`src/rtl/change_dispenser_if.sv`:
```
// Bundle of request, coin-ejector handshake and status signals for the change dispenser.
// Coin handshake: coin_out is a transfer when coin_out_valid and dispense_ack are both high on a
// rising edge; while valid is high and ack is low, coin_out is held stable.
interface change_dispenser_if;
    logic        start;
    logic [15:0] paid;
    logic [15:0] price;
    logic        refill;
    logic        dispense_ack;
    logic [1:0]  coin_out;
    logic        coin_out_valid;
    logic        busy;
    logic        done;
    logic        change_error;
    logic [15:0] remaining;
    logic [3:0]  stock_500;
    logic [3:0]  stock_1000;
    logic [3:0]  stock_2000;
    logic [3:0]  stock_5000;

    modport master (
        output start, paid, price, refill, dispense_ack,
        input  coin_out, coin_out_valid, busy, done, change_error, remaining,
        input  stock_500, stock_1000, stock_2000, stock_5000
    );

    modport slave (
        input  start, paid, price, refill, dispense_ack,
        output coin_out, coin_out_valid, busy, done, change_error, remaining,
        output stock_500, stock_1000, stock_2000, stock_5000
    );
endinterface

```
`src/rtl/change_dispenser.sv`:
```
// Greedy change dispenser: computes paid - price and ejects coins largest-first from finite
// per-denomination stocks, one coin per ejector handshake.
module change_dispenser #(
    parameter logic [3:0] STOCK_INIT = 4'd10,
    parameter logic [3:0] STOCK_FULL = 4'd15
) (
    input  logic                clk,
    input  logic                reset,
    change_dispenser_if.slave   bus,
    output logic [2:0]          dbg_state
);

    typedef enum logic [2:0] {IDLE, CALC, SELECT, WAIT_ACK, FINISH} state_e;

    state_e           state_q, state_d;
    logic [15:0]      paid_q, paid_d, price_q, price_d;
    logic [15:0]      remaining_q, remaining_d;
    logic [3:0][3:0]  stock_q, stock_d;      // indexed by coin code
    logic [1:0]       coin_q, coin_d;
    logic             err_q, err_d;
    logic             valid_q, valid_d, busy_q, busy_d;
    logic             done_q, done_d, cerr_q, cerr_d;
    logic             found;
    logic [1:0]       pick;

    function automatic logic [15:0] coin_value(input logic [1:0] c);
        case (c)
            2'd0:    return 16'd500;
            2'd1:    return 16'd1000;
            2'd2:    return 16'd2000;
            default: return 16'd5000;
        endcase
    endfunction

    always_comb begin
        state_d     = state_q;
        paid_d      = paid_q;
        price_d     = price_q;
        remaining_d = remaining_q;
        stock_d     = stock_q;
        coin_d      = coin_q;
        err_d       = err_q;
        found       = 1'b0;
        pick        = 2'd0;

        // Largest denomination that fits and is in stock; an empty stock is never picked.
        for (int i = 3; i >= 0; i--) begin
            if (!found && stock_q[i] != 4'd0 && coin_value(2'(i)) <= remaining_q) begin
                found = 1'b1;
                pick  = 2'(i);
            end
        end

        case (state_q)
            IDLE: begin
                if (bus.refill) stock_d = {4{STOCK_FULL}};
                if (bus.start) begin
                    paid_d  = bus.paid;
                    price_d = bus.price;
                    err_d   = 1'b0;
                    state_d = CALC;
                end
            end
            CALC: begin
                if (price_q > paid_q) begin
                    err_d       = 1'b1;
                    remaining_d = 16'd0;
                    state_d     = FINISH;
                end else begin
                    remaining_d = paid_q - price_q;
                    state_d     = SELECT;
                end
            end
            SELECT: begin
                if (remaining_q == 16'd0) begin
                    state_d = FINISH;
                end else if (found) begin
                    coin_d  = pick;
                    state_d = WAIT_ACK;
                end else begin
                    err_d   = 1'b1;
                    state_d = FINISH;
                end
            end
            WAIT_ACK: begin
                if (bus.dispense_ack) begin
                    stock_d[coin_q] = stock_q[coin_q] - 4'd1;
                    remaining_d     = remaining_q - coin_value(coin_q);
                    state_d         = SELECT;
                end
            end
            FINISH:  state_d = IDLE;
            default: state_d = IDLE;
        endcase

        // Status outputs follow the next state so they line up with the state register.
        valid_d = (state_d == WAIT_ACK);
        busy_d  = (state_d != IDLE);
        done_d  = (state_d == FINISH);
        cerr_d  = (state_d == FINISH) && err_d;
    end

    always_ff @(posedge clk) begin
        if (reset) begin
            state_q     <= IDLE;
            paid_q      <= 16'd0;
            price_q     <= 16'd0;
            remaining_q <= 16'd0;
            stock_q     <= {4{STOCK_INIT}};
            coin_q      <= 2'd0;
            err_q       <= 1'b0;
            valid_q     <= 1'b0;
            busy_q      <= 1'b0;
            done_q      <= 1'b0;
            cerr_q      <= 1'b0;
        end else begin
            state_q     <= state_d;
            paid_q      <= paid_d;
            price_q     <= price_d;
            remaining_q <= remaining_d;
            stock_q     <= stock_d;
            coin_q      <= coin_d;
            err_q       <= err_d;
            valid_q     <= valid_d;
            busy_q      <= busy_d;
            done_q      <= done_d;
            cerr_q      <= cerr_d;
        end
    end

    assign bus.coin_out       = coin_q;
    assign bus.coin_out_valid = valid_q;
    assign bus.busy           = busy_q;
    assign bus.done           = done_q;
    assign bus.change_error   = cerr_q;
    assign bus.remaining      = remaining_q;
    assign bus.stock_500      = stock_q[0];
    assign bus.stock_1000     = stock_q[1];
    assign bus.stock_2000     = stock_q[2];
    assign bus.stock_5000     = stock_q[3];
    assign dbg_state          = state_q;

endmodule

```
`src/flat_wrapper.sv`:
```
// flat-port wrapper written by rule: the top's interface ports become plain ports
module change_dispenser_flat 
#(
    parameter logic [3:0] STOCK_INIT = 4'd10,
    parameter logic [3:0] STOCK_FULL = 4'd15
)
  (clk, reset, dbg_state, bus_start, bus_paid, bus_price, bus_refill, bus_dispense_ack, bus_coin_out, bus_coin_out_valid, bus_busy, bus_done, bus_change_error, bus_remaining, bus_stock_500, bus_stock_1000, bus_stock_2000, bus_stock_5000);
  change_dispenser_if bus_i ();
  input  logic clk;
  input  logic reset;
  output logic [2:0] dbg_state;
  input wire logic [$bits(bus_i.start)-1:0] bus_start;
  input wire logic [$bits(bus_i.paid)-1:0] bus_paid;
  input wire logic [$bits(bus_i.price)-1:0] bus_price;
  input wire logic [$bits(bus_i.refill)-1:0] bus_refill;
  input wire logic [$bits(bus_i.dispense_ack)-1:0] bus_dispense_ack;
  output wire logic [$bits(bus_i.coin_out)-1:0] bus_coin_out;
  output wire logic [$bits(bus_i.coin_out_valid)-1:0] bus_coin_out_valid;
  output wire logic [$bits(bus_i.busy)-1:0] bus_busy;
  output wire logic [$bits(bus_i.done)-1:0] bus_done;
  output wire logic [$bits(bus_i.change_error)-1:0] bus_change_error;
  output wire logic [$bits(bus_i.remaining)-1:0] bus_remaining;
  output wire logic [$bits(bus_i.stock_500)-1:0] bus_stock_500;
  output wire logic [$bits(bus_i.stock_1000)-1:0] bus_stock_1000;
  output wire logic [$bits(bus_i.stock_2000)-1:0] bus_stock_2000;
  output wire logic [$bits(bus_i.stock_5000)-1:0] bus_stock_5000;
  assign bus_i.start = bus_start;
  assign bus_i.paid = bus_paid;
  assign bus_i.price = bus_price;
  assign bus_i.refill = bus_refill;
  assign bus_i.dispense_ack = bus_dispense_ack;
  assign bus_coin_out = bus_i.coin_out;
  assign bus_coin_out_valid = bus_i.coin_out_valid;
  assign bus_busy = bus_i.busy;
  assign bus_done = bus_i.done;
  assign bus_change_error = bus_i.change_error;
  assign bus_remaining = bus_i.remaining;
  assign bus_stock_500 = bus_i.stock_500;
  assign bus_stock_1000 = bus_i.stock_1000;
  assign bus_stock_2000 = bus_i.stock_2000;
  assign bus_stock_5000 = bus_i.stock_5000;
  change_dispenser #(.STOCK_INIT(STOCK_INIT), .STOCK_FULL(STOCK_FULL)) u_core (.clk(clk), .reset(reset), .bus(bus_i), .dbg_state(dbg_state));
endmodule
```
`config.mk`:
```
export PLATFORM = sky130hd
export DESIGN_NAME = change_dispenser_flat
export DESIGN_NICKNAME = d
export VERILOG_FILES = /design/src/rtl/change_dispenser_if.sv /design/src/rtl/change_dispenser.sv /design/src/flat_wrapper.sv
export SDC_FILE = /design/constraint.sdc
export NUM_CORES = 1
export LEC_CHECK = 0
export CAP_MARGIN = 20
export CORE_ASPECT_RATIO = 1.2
export CORE_MARGIN = 2
export CORE_UTILIZATION = 53
export CTS_CLUSTER_DIAMETER = 80
export DETAILED_ROUTE_END_ITERATION = 16
export PLACE_DENSITY = 0.89
export SKIP_LAST_GASP = 1
export SYNTH_ARGS = -nofsm -noshare
export SYNTH_HDL_FRONTEND = slang
export SYNTH_SLANG_ARGS = --single-unit
```
`constraint.sdc`:
```
create_clock -name clk -period 3.4 [get_ports clk]
set_clock_uncertainty 0.15 [all_clocks]
set_input_delay 0.68 -clock clk [delete_from_list [all_inputs] [get_ports clk]]
set_output_delay 0.68 -clock clk [all_outputs]
set_load 0.1 [all_outputs]
```
---- Yosys cells after proc, flatten, opt, wreduce, memory -nomap -nowiden ----
Cells that the tools add are included.
word-level totals
  input port bits ......................... 37
  word-level logic and storage cells ...... 93
  output and inout port bits .............. 41
  flip-flop bits (word level) ............. 74
operators by class
  $add $sub $neg .......................... 3
  order comparisons ....................... 7
  muxes and demuxes ....................... 33
  equal/unequal tests ..................... 9
  bitwise gates (word level) .............. 1
  reductions and logical operators ........ 26
operators with widths
  operator                                                                           count
  16-bit 2-to-1 mux                                                                  6
  16-bit one-hot mux with 2 select lines                                             2
  13-bit one-hot mux with 3 select lines                                             1
  16-bit subtractor                                                                  2
  16-bit bitwise mux                                                                 1
  16-bit greater-than comparator                                                     1
  10-bit by 16-bit less-or-equal comparator with 1-bit output, first input constant  1
  11-bit by 16-bit less-or-equal comparator with 1-bit output, first input constant  1
  13-bit by 16-bit less-or-equal comparator with 1-bit output, first input constant  1
  9-bit by 16-bit less-or-equal comparator with 1-bit output, first input constant   1
  16-bit zero test                                                                   1
  4-bit nonzero test                                                                 4
  3-bit 2-to-1 mux                                                                   5
  3-bit one-hot mux with 4 select lines                                              1
  3-bit by 2-bit == test with 1-bit output, second input constant                    3
  1-bit logical AND                                                                  9
  4-bit binary-select mux with 2-bit select                                          1
  4-bit demux with 2-bit select                                                      1
  1-bit 2-to-1 mux                                                                   8
  2-bit 2-to-1 mux                                                                   4
  4-bit 2-to-1 mux                                                                   2
  3-bit AND reduction                                                                2
  2-bit != test, second input constant                                               2
  2-bit AND reduction                                                                2
  14 further kinds                                                                   17

---- Longest topological paths before layout ----
Gate-level depths: netlist of the first run.
  depth in word-level cells ............... 20
  gate-level depth with buffers ........... 13
  mapped depth without buffers ............ 12

---- Worst setup path after synthesis of the first run ----
No wires, ideal clock.
  kind .................................... register to register
  from .................................... register u_core.coin_q[0] (netlist: u_core.bus.coin_out[0])
  to ...................................... register u_core.remaining_q[10] (netlist: u_core.bus.remaining[10])
  clock period less this slack ............ 3384 ps
  required time ........................... 3118 ps
  cell stages (with the launch flop) ...... 12
  data arrival time ....................... 3102 ps
  path slack .............................. 16 ps
  setup time .............................. 132 ps
  path buffers ............................ 1
  cell sequence ........................... dfxtp_1 > buf_2 > inv_1 > fa_1 > a21o_1 > a21oi_1 > nor2b_1 > or2_2 > a21oi_1 > xnor2_1 > a221oi_1 > nor3_1
between the ends
  longest elaborated chain between the ends .. 7
  elaborated cells on any way between the ends .. 9
  those cells by class .................... add/sub: 1; eq/ne: 2; mux: 5; reduce/logical: 1
RTL lines
  what                                      RTL line                 text
  start: declaration                        change_dispenser.sv:19   logic [1:0] coin_q, coin_d;
  start signal: assignment                  change_dispenser.sv:122  coin_q <= coin_d;
  2-bit == test (tied with other cells)     change_dispenser.sv:27   case (c)
  13-bit one-hot mux with 3 select lines *  change_dispenser.sv:27
  16-bit 2-to-1 mux *                       change_dispenser.sv:86   if (bus.dispense_ack) begin
  16-bit 2-to-1 mux *                       change_dispenser.sv:54   case (state_q)
  16-bit subtractor *                       change_dispenser.sv:88   remaining_d = remaining_q - coin_value(coin_q);
  16-bit 2-to-1 mux *                       change_dispenser.sv:86
  16-bit one-hot mux with 2 select lines *  change_dispenser.sv:54
  end signal: assignment                    change_dispenser.sv:120  remaining_q <= remaining_d;
  end: declaration                          change_dispenser.sv:17   logic [15:0] remaining_q, remaining_d;
Mark *: on every way between the ends. The rest lies on a longest branch, timed or not. The select of a mux whose other input is x is not followed.
A chain may end at the register's enable or synchronous reset.

---- Worst setup path after layout of the first run ----
  from .................................... register u_core.paid_q[0]
  to ...................................... register u_core.remaining_q[4] (netlist: u_core.bus.remaining[4])
between the ends
  longest elaborated chain between the ends .. 3
  elaborated cells on any way between the ends .. 4
  those cells by class .................... add/sub: 1; order compare: 1; mux: 2
RTL lines
  what                                                                        RTL line                                        text
  start: declaration                                                          change_dispenser.sv:16                          logic [15:0] paid_q, paid_d, price_q, price_d;
  start signal: assignment                                                    change_dispenser.sv:118                         paid_q <= paid_d;
  16-bit subtractor / 16-bit greater-than comparator (equally long branches)  change_dispenser.sv:70, change_dispenser.sv:65
  16-bit 2-to-1 mux *                                                         change_dispenser.sv:65                          if (price_q > paid_q) begin
  16-bit one-hot mux with 2 select lines *                                    change_dispenser.sv:54
Mark *: on every way between the ends. The rest lies on a longest branch, timed or not.

==> metrics.md, run 1 <==
| Metric | Value |
|---|---|
| Netlist cell types | `62` |
| Pwr per Cell Area | `907.8 nW/µm²` |
| Row Count | `36` |
| Routed wl met2 | `5889 µm` |
| Routed wire length | `11350 µm` |
| Worst VDD drop | `453.2 µV` |
| CP required | `3470 ps` |
| Crit path capture type | `flip-flop` |
| Syn Area/Cell | `7.823 µm²` |
| Startpoint Class | `flip-flop` |
| DRC Markers | `0` |
| Leak Pwr | `2.068 nW` |
| Total die area | `8997 µm²` |
| Final net count | `688` |
| Synth Flop Type | `dfxtp_1` |
| Final Max Slew Viols | `0` |
| IO Pins | `78` |
| Total clock buffers created by CTS | `9` |
| DRT iter0 DRCs | `319` |
| DP Worst Slack | `363.9 ps` |
| Synthesized flop and latch total | `74` |
| Vias in the first global route | `4188` |
| Proportion of layout cells with a drive suffix above 1 | `0.1401` |
| Root buf cell | `clkbuf_8` |
| Filler instances | `694` |
| YS warnings | `0` |
| Cells after Synth | `559` |
| Worst EP arrival | `3170 ps` |
| Post-CTS setup buffers | `0` |
| Most common cell after layout, fill and taps aside | `nand2_1` |
| HPWL reported at the end of detailed placement | `8556 µm` |
| Max Cap Viol | `0` |
| Via-per-instance ratio | `5.985` |
| Area added between synthesis and finish | `21.75%` |
| Ranking of synthesized cells by area | `dfxtp_1, a21oi_1, nand2_1` |
| CTS H-Tree Depth | `3` |
| Max Clk Rate | `322.8 MHz` |
| Number of enable flip-flop cells after synthesis | `0` |
| Starting Density | `0.5424` |
| Port Buf Inserts | `77` |
| Clk buf depth | `2` |
| First-pass GRT wire length | `19080 µm` |
| Period utilization | `0.9113` |
| Min setup slack post-route | `301.7 ps` |
| Largest net degree at the start of global routing | `34` |
| RR Startpoint | `u_core.paid_q[0]` |
| Crit Reg-Reg Endpoint | `u_core.bus.remaining[4]` |
| Synth top area share | `0.3388` |
| CTS tree | `yes` |
| Gp weighted congestion | `0.9194` |
| Fin. Hold Viols | `0` |
| Worst R2R Path Depth | `12` |
| Total global routing track utilization | `0.2606` |
| R2R Setup Slk | `300 ps` |
| M1 wire length | `4509 µm` |
| Tmin final | `3098 ps` |
| Initial DRT Pass Iterations | `5` |
| Multi-input logic area | `2685 µm²` |
| Final setup viols | `0` |
| Setup TNS | `0 ps` |
| Worst hold path stage count | `2` |
| WL met3 | `549 µm` |
| Ys async rst share | `0` |
| Via count | `4327` |
| Hold Crit Class | `reg -> reg` |
| Worst-path maximum fanout | `8` |
| Slew HR | `0.6311` |
| Gr ovfl total | `0` |
| Most frequent cells in the layout | `nand2_1, dfxtp_1, a21oi_1` |
| Die width | `86.92 µm` |
| Core Area | `8063 µm²` |
| Seq/Total Area, Yosys | `0.3388` |
| Synth area leader | `dfxtp_1` |
| Antenna cells | `0` |
| Final ANT Viol Nets | `0` |
| Unrepaired setup endpoints after global routing | `no` |
| Initial antenna violation count | `0` |
| Flip-flop and latch area | `1481 µm²` |
| Hold path start | `u_core.price_q[2]` |
| Hold Path End | `u_core.price_q[2]` |
| CTS Sinks | `74` |
| Status | `finished clean` |
| Wire per inst | `15.70 µm` |
| Total nets after synthesis | `623` |
| Highest routed layer | `met4` |
| Clock Pin Slew Worst Setup and Hold Paths | `80 ps` |
| Netlist area before placement | `4373 µm²` |
| Chip Height | `103.5 µm` |
| Critical path class | `reg -> reg` |
| Clock latency on the worst-skew pair | `350 ps` |
| Worst slew pin tran | `548.4 ps` |
## cell type report
type / instances / area share
Inverter: 26 / 0.01833
Multi-Input combinational cell: 429 / 0.5043
Clock buffer: 11 / 0.02844
Clock inverter: 4 / 0.01387
Sequential cell: 74 / 0.2783
Timing Repair Buffer: 84 / 0.1344
Tap cell: 95 / 0.02233
## state kept, by name, summed over array words and instances, names as in the netlist
signal	cells
u_core.bus.coin_out_valid	1
u_core.price_q	16
u_core.bus.stock_500	4
u_core.paid_q	16
u_core.bus.stock_1000	4
u_core.bus.stock_2000	4
u_core.bus.busy	1
u_core.err_q	1
u_core.bus.coin_out	2
u_core.bus.remaining	16
u_core.bus.stock_5000	4
u_core.bus.done	1
u_core.dbg_state	3
u_core.bus.change_error	1
## critical path: stages (launching register included)
cell       delay (ps)
dfxtp_1           320
inv_1              50
ha_1              150
inv_1              50
fa_1              420
a211oi_1          280
o211ai_1          180
nand4_1           170
a2bb2oi_2         110
a221oi_4          450
nor2_1            230
a221oi_1          320
nor3_1             80
## routing by layer
| metal | global-route usage | up-vias |
|---|---|---|
| met5 | 0 | - |
| met4 | 0.1183 | 0 |
| met3 | 0.04064 | 31 |
| met2 | 0.4684 | 156 |
| met1 | 0.2937 | 2013 |
| li1 | - | 2127 |
## how the worst max path moves through the flow
stage | from | end | cells past startpoint | slack (ps)
5_1_grt | u_core.paid_q[0] | u_core.bus.remaining[9] | 12 | 60
3_5_place_dp | u_core.bus.coin_out[0] | u_core.bus.remaining[15] | 10 | 360
4_1_cts | u_core.paid_q[0] | u_core.bus.remaining[9] | 12 | 330
2_1_floorplan | u_core.bus.coin_out[0] | u_core.bus.remaining[10] | 11 | 20
3_3_place_gp | u_core.paid_q[0] | u_core.bus.remaining[9] | 12 | 420
6_report | u_core.paid_q[0] | u_core.bus.remaining[4] | 12 | 300
## metrics by stage
stage / util / cells / instance area (µm²) / total power [mW] / hold WS [ps]
6_report: 0.6603 / 723 / 5324 / 4.833 / 307.9
5_1_grt: 0.6603 / 723 / 5324 / 5.140 / 329.7
4_1_cts: 0.6594 / 723 / 5316 / 4.806 / 312.4
3_5_place_dp: 0.6314 / 708 / 5091 / 4.013 / 301.5
3_3_place_gp: 0.6314 / 708 / 5091 / 3.947 / 295.2
2_1_floorplan: - / 559 / 4373 / 3.409 / 286.3
## kinds of logic after synthesis
logic type | Yosys count | share of synthesized area
and+or+nand+nor | 230 | 0.2492
AOI/OAI and AO/OA | 149 | 0.2229
DFF | 74 | 0.3388
buffers and inverters | 56 | 0.04892
adders and majority gates | 27 | 0.08069
xor gates and xnor gates | 17 | 0.03405
muxes | 6 | 0.02547
## power by group
part | switching, mW | total (mW) | leakage (nW) | internal (mW)
clock | 0.329 | 0.780 | 0.116 | 0.451
sequential | 0.225 | 1.26 | 0.606 | 1.03
combinational | 1.86 | 2.80 | 1.35 | 0.939
## what timing repair did
item,CTS,global route
resized for setup,0,1
setup endpoints to repair,0,1
hold buffers,0,0
hold endpoints to repair,0,0
## synthesized netlist by cell type, types with 4 or more instances
| library cell | number |
|---|---|
| o41ai_1 | 5 |
| ha_1 | 25 |
| or2_2 | 11 |
| clkbuf_1 | 26 |
| nand3_1 | 5 |
| and2_1 | 5 |
| inv_1 | 26 |
| nor2b_1 | 6 |
| nand2b_1 | 5 |
| xnor2_1 | 9 |
| mux4_2 | 4 |
| o21ai_0 | 17 |
| nand2_1 | 87 |
| nor2_1 | 44 |
| nor4_1 | 6 |
| xor2_1 | 8 |
| nor3_1 | 41 |
| a221oi_1 | 5 |
| dfxtp_1 | 74 |
| a21oi_1 | 66 |
| o211ai_1 | 8 |
| a211oi_1 | 11 |
| a31oi_1 | 4 |
| o21a_1 | 5 |
No activity file was read; power rests on OpenSTA's default activity.
==> run 2, diff against run 1 <==
--- a/config.mk
+++ b/config.mk
@@ -12,6 +12,7 @@
 export CTS_CLUSTER_DIAMETER = 80
 export DETAILED_ROUTE_END_ITERATION = 16
 export PLACE_DENSITY = 0.89
+export SETUP_SLACK_MARGIN = 0.05
 export SKIP_LAST_GASP = 1
 export SYNTH_ARGS = -nofsm -noshare
 export SYNTH_HDL_FRONTEND = slang
==> run 2 against run 1 <==
  * Count of clock-buffer cells in the layout grew 2
  * Routed wire length fell by 0.23%
  * Power fell by 0.76%
  * Die area unchanged
  * Combinational power about the same
  * Sequential power about the same
  * Sequential cell count is the same
  * Setup slack better by 27 ps
  * Non-clock buffer count is 2 higher
  * Register-to-register slack improved by 30 ps
  * Critical path type unchanged
  * Largest cell class unchanged
==> metrics.md, run 2 (synthesized netlist as in run 1, its figures left out) <==
| Metric | Value |
|---|---|
| Highest routed layer | `met4` |
| Status | `finished clean` |
| Routed wl met2 | `5745 µm (-2.4%)` |
| CTS Sinks | `74 (unchanged)` |
| Most frequent cells in the layout | `nand2_1, dfxtp_1, a21oi_1` |
| Period utilization | `0.9034 (-0.007879)` |
| Leak Pwr | `2.064 nW (-0.17%)` |
| Gr ovfl total | `0 (unchanged)` |
| Hold Crit Class | `reg -> reg` |
| Initial DRT Pass Iterations | `5 (unchanged)` |
| Starting Density | `0.5424 (unchanged)` |
| Proportion of layout cells with a drive suffix above 1 | `0.1413 (+0.001142)` |
| Max Cap Viol | `0 (unchanged)` |
| Final Max Slew Viols | `0 (unchanged)` |
| Area added between synthesis and finish | `21.46%` |
| Antenna cells | `0 (unchanged)` |
| Crit path launch | `u_core.paid_q[0]` |
| Pwr per Cell Area | `903.0 nW/µm² (-0.53%)` |
| Filler instances | `667 (-3.9%)` |
| Top Family by Delay on Critical Path | `compound AO/OA/AOI/OAI gates` |
| Worst-path maximum fanout | `7 (-1)` |
| Placed insts | `708 (unchanged)` |
| CP required | `3480 ps (about the same)` |
| PostCTS Resize Cnt | `0 (unchanged)` |
| Clk buf depth | `2 (unchanged)` |
| Setup TNS | `0 ps (unchanged)` |
| DRC Markers | `0 (unchanged)` |
| Max Clk Rate | `325.6 MHz (+0.87%)` |
| HPWL reported at the end of detailed placement | `8399 µm (-1.8%)` |
| First-pass GRT wire length | `18460 µm (-3.2%)` |
| Startpoint Class | `flip-flop` |
| Pwr Total | `4.796 mW (-0.76%)` |
| CTS H-Tree Depth | `3 (unchanged)` |
| Core Area | `8063 µm² (unchanged)` |
| CP max stage delay | `420 ps (-30 ps)` |
| Setup crit end | `u_core.bus.remaining[9]` |
| Fin. Hold Viols | `0 (unchanged)` |
| Buf+Inv Stages, Crit Path | `2 (unchanged)` |
| Crit path capture type | `flip-flop` |
| Clock Pin Slew Worst Setup and Hold Paths | `80 ps (about the same)` |
| Via count | `4397 (+1.6%)` |
| WP depth | `12 (unchanged)` |
| Final ANT Viol Nets | `0 (unchanged)` |
| DRT iter0 DRCs | `281 (-12%)` |
| Worst R2R Path Depth | `12 (unchanged)` |
| M1 wire length | `4469 µm (-0.89%)` |
| WL met3 | `699 µm (+27%)` |
| Largest net degree at the start of global routing | `49 (+44%)` |
| Tmin final | `3072 ps (-26.79 ps)` |
| Unrepaired setup endpoints after global routing | `no` |
| Critical path class | `reg -> reg` |
| IO Pins | `78 (unchanged)` |
| Chip Height | `103.5 µm (unchanged)` |
| Total die area | `8997 µm² (unchanged)` |
| Port Buf Inserts | `77 (unchanged)` |
| Die width | `86.92 µm (unchanged)` |
| R2R Setup Slk | `330 ps (+30 ps)` |
| Gp weighted congestion | `0.9153 (-0.45%)` |
| Via-per-instance ratio | `6.065 (+1.3%)` |
| Worst slew pin tran | `849.3 ps (+300.9 ps)` |
| Final cell count without fillers | `725 (+0.28%)` |
| Most common cell on crit path | `inv_1` |
| Root buf cell | `clkbuf_8` |
| CTS tree | `yes` |
| RR Startpoint | `u_core.paid_q[0]` |
| Worst VDD drop | `512.3 µV (+13%)` |
| Clock latency on the worst-skew pair | `370 ps (+20 ps)` |
| Worst EP arrival | `3150 ps (-20 ps)` |
| Initial antenna violation count | `0 (unchanged)` |
| Vias in the first global route | `3975 (-5.1%)` |
| Slew HR | `0.4338 (-0.1972)` |
| Most common cell after layout, fill and taps aside | `nand2_1` |
| CP Cell Sequence | `inv_1 -> ha_1 -> inv_1 -> fa_1 -> a211oi_1 -> o211ai_1 -> nand4_1 -> a2bb2oi_2 -> a221oi_4 -> nor2_1 -> a221oi_1 -> nor3_1` |
| Final net count | `690 (+0.29%)` |
| Util after Layout | `0.6588 (-0.001552)` |
| Routed wire length | `11330 µm (-0.23%)` |
| Total global routing track utilization | `0.2530 (-0.007622)` |
| Wire per inst | `15.62 µm (-0.50%)` |
| Crit Reg-Reg Endpoint | `u_core.bus.remaining[9]` |
| Slowest cell on crit path | `fa_1` |
| Hold Slack | `306.9 ps (-1.052 ps)` |
| Row Count | `36 (unchanged)` |
| Final setup viols | `0 (unchanged)` |
| Total clock buffers created by CTS | `9 (unchanged)` |
==> run 2: cell types whose count changed in the layout (fill, tap and decap cells not counted) <==
| cell | previous run | this run |
|---|---|---|
| dfxtp_2 | 0 | 1 |
| clkbuf_1 | 0 | 1 |
| inv_6 | 1 | 0 |
| clkbuf_8 | 11 | 12 |
| bufinv_16 | 2 | 1 |
| o41ai_2 | 1 | 0 |
| o41ai_1 | 4 | 5 |
| buf_4 | 48 | 50 |
| dfxtp_1 | 74 | 73 |
==> run 2: through the flow <==
step | setup slack [ps] | instance area [µm²]
3_5_place_dp | 270.1 | 5092
4_1_cts | 259.1 | 5296
2_1_floorplan | 123.5 | 4374
5_1_grt | 102.0 | 5311
6_report | 328.5 | 5311
3_3_place_gp | 377.3 | 5092
==> run 2: report_power, final <==
| group | total (mW) | switching [mW] | internal [mW] |
|---|---|---|---|
| combinational | 2.81 | 1.86 | 0.955 |
| sequential | 1.26 | 0.224 | 1.03 |
| clock | 0.725 | 0.330 | 0.394 |
| total | 4.80 | 2.41 | 2.38 |
==> run 2: worst min-delay path by stage <==
stage / cells after the start / from / to
3_3_place_gp: 2 / u_core.price_q[6] / u_core.price_q[6]
5_1_grt: 2 / u_core.price_q[9] / u_core.price_q[9]
6_report: 2 / u_core.price_q[11] / u_core.price_q[11]
4_1_cts: 2 / u_core.price_q[11] / u_core.price_q[11]
3_5_place_dp: 2 / u_core.price_q[11] / u_core.price_q[11]
2_1_floorplan: 2 / u_core.paid_q[0] / u_core.paid_q[0]
==> run 2: repair_timing <==
action	CTS	global route
setup buffers	0	2
setup endpoints to repair	0	3
hold buffers	0	0
==> run 2: worst reg2reg max path, cell delays in order, from the launching register on <==
cell and delay [ps]:
dfxtp_1 320, inv_1 60, ha_1 150, inv_1 60, fa_1 420, a211oi_1 300, o211ai_1 180, nand4_1 160
a2bb2oi_2 110, a221oi_4 380, nor2_1 220, a221oi_1 320, nor3_1 90
==> run 2: area by class of cell <==
class	instances	area [µm²]	share of cell area
Clock buffer	13	168.9	0.03180
Clock inverter	2	35.03	0.006596
Inverter	26	97.59	0.01837
Multi-Input combinational cell	429	2678	0.5041
Sequential cell	74	1483	0.2792
Tap cell	95	118.9	0.02238
Timing Repair Buffer	86	730.7	0.1376
==> run 2: per-layer routing <==
layer | GRT usage | up-vias
met2 | 0.4373 | 203
met1 | 0.2877 | 2023
met4 | 0.1373 | 0
met5 | 0 | -
li1 | - | 2136
met3 | 0.04462 | 35
